<file path="src/rtl/button_bank.sv">
// Multi-channel push-button conditioner: per-channel synchroniser, debounce,
// one-clock press pulse, optional typematic auto-repeat and debounced level.
module button_bank #(
    parameter int N_BUTTONS       = 4,
    parameter bit ACTIVE_LOW      = 1'b1,
    parameter int DEBOUNCE_CYCLES = 4,
    parameter int REPEAT_DELAY    = 10,
    parameter int REPEAT_RATE     = 3
) (
    input  logic                 clock,
    input  logic                 reset,
    input  logic [N_BUTTONS-1:0] entrada,
    input  logic [N_BUTTONS-1:0] repeat_en,
    output logic [N_BUTTONS-1:0] saida,
    output logic [N_BUTTONS-1:0] nivel
);

    localparam int MAX_DR  = (DEBOUNCE_CYCLES > REPEAT_DELAY) ? DEBOUNCE_CYCLES : REPEAT_DELAY;
    localparam int MAX_CNT = (MAX_DR > REPEAT_RATE) ? MAX_DR : REPEAT_RATE;
    localparam int CW      = $clog2(MAX_CNT) + 1;

    localparam logic [CW-1:0] DB_LOAD   = CW'(DEBOUNCE_CYCLES - 1);
    localparam logic [CW-1:0] RD_LOAD   = CW'(REPEAT_DELAY - 1);
    localparam logic [CW-1:0] RR_LOAD   = CW'(REPEAT_RATE - 1);
    localparam logic [CW-1:0] CNT_ZERO  = {CW{1'b0}};
    localparam logic [CW-1:0] CNT_ONE   = CW'(1);

    typedef enum logic [2:0] {
        ST_IDLE       = 3'd0,
        ST_PRESS_DB   = 3'd1,
        ST_HELD       = 3'd2,
        ST_REPEAT     = 3'd3,
        ST_RELEASE_DB = 3'd4
    } state_t;

    for (genvar g = 0; g < N_BUTTONS; g++) begin : g_chan
        logic          sync1_r;
        logic          sync2_r;
        logic          act_s;
        state_t        state_r;
        state_t        state_s;
        logic [CW-1:0] cnt_r;
        logic [CW-1:0] cnt_s;
        logic          pulse_r;
        logic          pulse_s;
        logic          level_r;
        logic          level_s;

        // Two-flop synchroniser; reset parks it at the idle pin level.
        always_ff @(posedge clock) begin
            if (reset) begin
                sync1_r <= ACTIVE_LOW;
                sync2_r <= ACTIVE_LOW;
            end else begin
                sync1_r <= entrada[g];
                sync2_r <= sync1_r;
            end
        end

        assign act_s = sync2_r ^ ACTIVE_LOW;

        // Next-state, counter and output decode for one channel.
        always_comb begin
            state_s = state_r;
            cnt_s   = cnt_r;
            pulse_s = 1'b0;
            level_s = level_r;
            case (state_r)
                ST_IDLE: begin
                    if (act_s) begin
                        cnt_s   = DB_LOAD;
                        state_s = ST_PRESS_DB;
                    end else begin
                        state_s = ST_IDLE;
                    end
                end
                ST_PRESS_DB: begin
                    if (!act_s) begin
                        state_s = ST_IDLE;
                    end else if (cnt_r == CNT_ZERO) begin
                        state_s = ST_HELD;
                        pulse_s = 1'b1;
                        level_s = 1'b1;
                        cnt_s   = RD_LOAD;
                    end else begin
                        cnt_s = cnt_r - CNT_ONE;
                    end
                end
                ST_HELD: begin
                    if (!act_s) begin
                        state_s = ST_RELEASE_DB;
                        cnt_s   = DB_LOAD;
                    end else if ((cnt_r == CNT_ZERO) && repeat_en[g]) begin
                        state_s = ST_REPEAT;
                        pulse_s = 1'b1;
                        cnt_s   = RR_LOAD;
                    end else if (cnt_r != CNT_ZERO) begin
                        cnt_s = cnt_r - CNT_ONE;
                    end else begin
                        // Delay expired but repeat disabled: wait here at zero.
                        cnt_s = CNT_ZERO;
                    end
                end
                ST_REPEAT: begin
                    if (!act_s) begin
                        state_s = ST_RELEASE_DB;
                        cnt_s   = DB_LOAD;
                    end else if (!repeat_en[g]) begin
                        state_s = ST_HELD;
                        cnt_s   = RD_LOAD;
                    end else if (cnt_r == CNT_ZERO) begin
                        pulse_s = 1'b1;
                        cnt_s   = RR_LOAD;
                    end else begin
                        cnt_s = cnt_r - CNT_ONE;
                    end
                end
                ST_RELEASE_DB: begin
                    // A bounce back to pressed resumes holding without a new press pulse.
                    if (act_s) begin
                        state_s = ST_HELD;
                        cnt_s   = RD_LOAD;
                    end else if (cnt_r == CNT_ZERO) begin
                        state_s = ST_IDLE;
                        level_s = 1'b0;
                    end else begin
                        cnt_s = cnt_r - CNT_ONE;
                    end
                end
                default: begin
                    state_s = ST_IDLE;
                    cnt_s   = CNT_ZERO;
                    level_s = 1'b0;
                end
            endcase
        end

        // State, counter and registered outputs.
        always_ff @(posedge clock) begin
            if (reset) begin
                state_r <= ST_IDLE;
                cnt_r   <= CNT_ZERO;
                pulse_r <= 1'b0;
                level_r <= 1'b0;
            end else begin
                state_r <= state_s;
                cnt_r   <= cnt_s;
                pulse_r <= pulse_s;
                level_r <= level_s;
            end
        end

        assign saida[g] = pulse_r;
        assign nivel[g] = level_r;
    end

endmodule

</file>
<file path="config.mk">
export PLATFORM = sky130hd
export DESIGN_NAME = button_bank
export DESIGN_NICKNAME = d
export VERILOG_FILES = /design/src/rtl/button_bank.sv
export SDC_FILE = /design/constraint.sdc
export NUM_CORES = 1
export LEC_CHECK = 0
export BUFFER_PORTS_ARGS = -buffer_cell sky130_fd_sc_hd__buf_2
export CAP_MARGIN = 20
export CORE_MARGIN = 5
export CORE_UTILIZATION = 36
export DETAILED_ROUTE_END_ITERATION = 10
export PLACE_DENSITY_LB_ADDON = 0.15
export SYNTH_ARGS = -nofsm -noshare
export SYNTH_HDL_FRONTEND = slang
export SYNTH_SLANG_ARGS = --single-unit
</file>
<file path="constraint.sdc">
create_clock -name clock -period 2.2 [get_ports clock]
set_input_delay 0.55 -clock clock [delete_from_list [all_inputs] [get_ports clock]]
set_output_delay 0.55 -clock clock [all_outputs]
set_load 0.05 [all_outputs]
</file>
; Word-level counts from Yosys, hierarchy flattened
; Index checks and enable logic that the tools add are counted.
[classes]
addsub = 4
mul = 0
div_mod_pow = 0
magnitude_cmp = 0
eq_ne = 56
shift = 0
mux = 136
bitwise_logic = 4
reduce_logical = 32
[ops]
columns = cell, count
row1 = 5-bit 2-to-1 mux, 44
row2 = 5-bit one-hot mux with 5 select lines, 4
row3 = 3-bit 2-to-1 mux, 32
row4 = 3-bit != test (second input constant), 20
row5 = 3-bit one-hot mux with 5 select lines, 4
row6 = 1-bit 2-to-1 mux, 44
row7 = 2-bit != test (second input constant), 20
row8 = 3-bit by 2-bit equality test with 1-bit output (second input constant), 8
row9 = 1-bit one-hot mux with 3 select lines, 8
row10 = 5-bit zero test, 4
row11 = 5-bit AND reduction, 4
row12 = 5-bit nonzero test, 4
row13 = 5-bit by 1-bit subtractor with 5-bit output (second input constant), 4
row14 = 4-bit AND reduction, 4
row15 = 3-bit by 1-bit equality test with 1-bit output (second input constant), 4
row16 = 3-bit equality test (second input constant), 4
row17 = 3-bit zero test, 4
row18 = 3-bit AND reduction, 4
row19 = 3-bit OR reduction, 4
row20 = 1-bit logical AND, 4
row21 = 1-bit inverter, 4
[totals]
regBits = 48
latch_bits = 0
ramBits = 0
mem_bits_ro = 0
out_inout_bits = 8
word_cells = 256
mem_count = 0

; Longest topological paths before layout
[depth]
depth_word = 5
mapped_depth = 8

; Worst setup path before layout
; No wires, ideal clock.
[synth_timing]
path_kind = register -> register
start = reg g_chan[0].cnt_r[0]
end = reg g_chan[0].cnt_r[1]
setup_ps = 120
t_arrival_ps = 1913
t_required_ps = 2080
slack_ps = 167
path_stages_with_launch = 9
synth_period_minus_slack_ps = 2033
path_cell_list = dfxtp_1 -> inv_1 -> ha_1 -> or4b_1 -> buf_6 -> maj3_2 -> a21oi_2 -> nor4b_1 -> a211o_1
[synth_between]
elab_chain_len = 5
[synth_lines]
columns = element, line_no
row1 = "start, declared", 42  ; logic [CW-1:0] cnt_r;
row2 = "start signal, assigned", 147  ; cnt_r <= cnt_s;
row3 = "5-bit by 1-bit subtractor with 5-bit output, or another cell as far along", n/a
row4 = "5-bit 2-to-1 mux, or another cell as far along", 111  ; end else if (cnt_r == CNT_ZERO) begin
row5 = "5-bit 2-to-1 mux, on equally long branches", "108, 93"
row6 = "5-bit 2-to-1 mux, on equally long branches", "105, 90"
row7 = 5-bit one-hot mux with 5 select lines, 68  ; case (state_r)
; Parallel ways exist; a longest one is shown, timed or not. The select of a mux whose other input is x is not followed.
; A chain may end at the register's enable or synchronous reset.

; Worst setup path after layout
[layout_timing]
start = reg g_chan[2].cnt_r[0]
end = reg g_chan[2].cnt_r[1]
[layout_between]
elab_chain_len = 5
[layout_lines]
columns = element, line_no
row1 = "start, declared", 42
row2 = "start signal, assigned", 147
row3 = "5-bit by 1-bit subtractor with 5-bit output, or another cell as far along", n/a
row4 = "5-bit 2-to-1 mux, or another cell as far along", 111
row5 = "5-bit 2-to-1 mux, on equally long branches", "108, 93"
row6 = "5-bit 2-to-1 mux, on equally long branches", "105, 90"
row7 = 5-bit one-hot mux with 5 select lines, 68
; Parallel ways exist; a longest one is shown, timed or not. The select of a mux whose other input is x is not followed.

==> metrics.cfg <==
[synth]
synthesis.area_sq_um = 3090
synth-main-ff-cell = dfxtp_1
async_flop_share = 0
synth_nets = 415
ys_seq_area_frac = 0.311
synth_top_area_share = 0.311
synthCells = 401
synthTopCellsByArea = dfxtp_1 (31%), a21oi_1 (5.0%), nor3_1 (4.5%)
synth-edff-count = 0
postSynthAreaPerCell_sq_um = 7.70
netlist.top_cell.by_area = dfxtp_1
yosys_register_bits = 48
ys_types = 61
synth_warnings = 0

[route]
first_iter_violations = 69
first_pass_iters = 4
ant_nets = 0
finalWirelength_mm = 6.87
drc_errors = 0
wl_per_cell_microns = 13.6
drt-vias-per-instance = 5.63
dr_total_vias = 2849

[sta]
tns_ps = 0
min_period_over_period = 0.946
setup_viol = 0
fmax_mhz = 481
skew_ps = 9.77
timing.hold.ws_ps = 404
hold_violations = 0
slew_headroom = 0.583
final.min_clock_period_ps = 2080
tightest_slew_ps = 624
grt_setup_unrepaired = false
slew_violations = 0

[critical_path]
start_kind = flop
cp.arrival_ps = 2280
cp-end-kind = flop
critPathRequiredTime_ps = 2400
path_class = flop to flop
worst-path-max-fanout = 7

[die]
initial_core_util = 0.372
die_x_microns = 103
core_area_sq_um = 8300
ioPinCount = 18
die_h_microns = 103
rows = 33
dieArea_sq_um = 10500

[clock_tree]
postCtsHoldBufs = 0
cts.sinks = 48
clkLatencyLatePin_ps = 310
cts.root.buffer_cell = clkbuf_8
cts.reportedPaths.clkPinSlew_ps = 100
post_cts_buffers = 0
htreeDepth = 2
numCtsBuffers = 5
cts_max_path_buffers = 2
cts_tree = done

[power_and_ir_drop]
irDropWorstVdd_v = 0.000255
p_per_area_nw_per_um2 = 526
leakagePower_uw = 0.00126

[finish]
mostFrequentLayoutCells = dfxtp_1 (48), a21oi_1 (31), nor2_1 (28), nor3_1 (28)
num_antenna_cells = 0
syn2layout_area_growth_pct = 7.42
fill_cells = 847
layout-drive-gt1-share = 0.165
final_common_cell = dfxtp_1
nets = 414

[global_routing]
grt_pass1_wl_mm = 12.2
grt_overflow = 0
grt_usage = 0.140
grt_pass1_vias = 2597
antenna_found_initial = 0
grt_start_max_net_pins = 29

[min_path]
hp-class = flop to flop

[placed_design]
io_buffers = 17
dp_hpwl_mm = 4.82
gp_congestion = 0.820

[status]
outcome = finished, final reports clean

[job]
cap_viol_max_count = 0

area by class of cell:
cell class              instances  area (sq um)  share of cell area
multi-input cells             297          1880               0.567
flip-flops and latches         48           961               0.290
repair buffers                 29           175              0.0528
well taps                     105           131              0.0396
clock buffers                   6          82.6              0.0249
inverters                      19          71.3              0.0215
clock inverters                 2          15.0             0.00453
per-layer routing:
metal	up-vias	GRT usage	share of wire
li1	1455	-	-
met1	1338	0.192	0.49
met2	47	0.224	0.46
met3	9	0.0244	0.036
met4	0	0.0444	0.014
met5	-	0	0
worst paths after layout:
kind	startpoint	to	slack [ps]	cells after the start
setup / recovery	g_chan[2].cnt_r[0]	g_chan[2].cnt_r[1]	120	7
hold / removal	g_chan[1].sync1_r	g_chan[1].sync2_r	400	1
setup reg to reg	g_chan[2].cnt_r[0]	g_chan[2].cnt_r[1]	120	7
hold reg to reg	g_chan[1].sync1_r	g_chan[1].sync2_r	400	1
cells in the mapped netlist, drive strengths merged (4+ instances only):
cell type and instances:
dfxtp 48, a21oi 32, nor2 28, nor3 28, clkbuf 25, nand2 21, o21ai 21, inv 19
nor2b 15, or2 14, a31oi 12, buf 12, nand3 11, nand2b 10, a211oi 8, nor3b 7
nor4b 7, nor4 5, o2bb2ai 5, a21o 4, ha 4, o22ai 4, or4b 4
timing repair:
item                                    in CTS  in global routing
gates resized for setup                      0                  3
endpoints found under the setup margin       0                  9
hold endpoints to repair                     0                  0
flip-flops by register name (all words and copies together) (netlist names):
register and cells:
g_chan.cnt_r 20, g_chan.pulse_r 4, g_chan.sync2_r 4, g_chan.sync1_r 4, g_chan.level_r 4, g_chan.state_r 12
kinds of logic (layout without fill, tap and decap cells):
kind of cell	count (synthesis)	count (layout)	share of synthesized area
mux	1	1	0.00324
fa+ha+maj	6	6	0.0235
simple gates	163	163	0.300
flops	48	48	0.311
compound gates	122	122	0.264
buf+inv	56	56	0.0839
xor+xnor	5	5	0.0142
power breakdown:
group	switching (uW)	total [uW]	internal, uW	leakage [uW]
Combinational	145	258	113	0.000824
Sequential	24.4	912	888	0.000390
Clock	319	574	255	0.0000434
critical path, stage by stage (launching register included):
cell and delay (ps):
dfxtp_1 340, inv_1 80, ha_1 190, or4b_1 610, maj3_2 350, a21o_1 180, a31oi_1 150, o2bb2ai_1 80
stage by stage:
step	total power (uW)	utilization	instances	cell area, sq um	worst slack [ps]
2_1_floorplan	1120	-	401	3090	167
3_3_place_gp	1190	0.386	498	3210	80.6
3_5_place_dp	1180	0.386	498	3210	86.7
4_1_cts	1770	0.398	506	3300	57.7
5_1_grt	1840	0.400	506	3320	2.82
6_report	1740	0.400	506	3320	120
No activity file was read; power rests on OpenSTA's default activity.
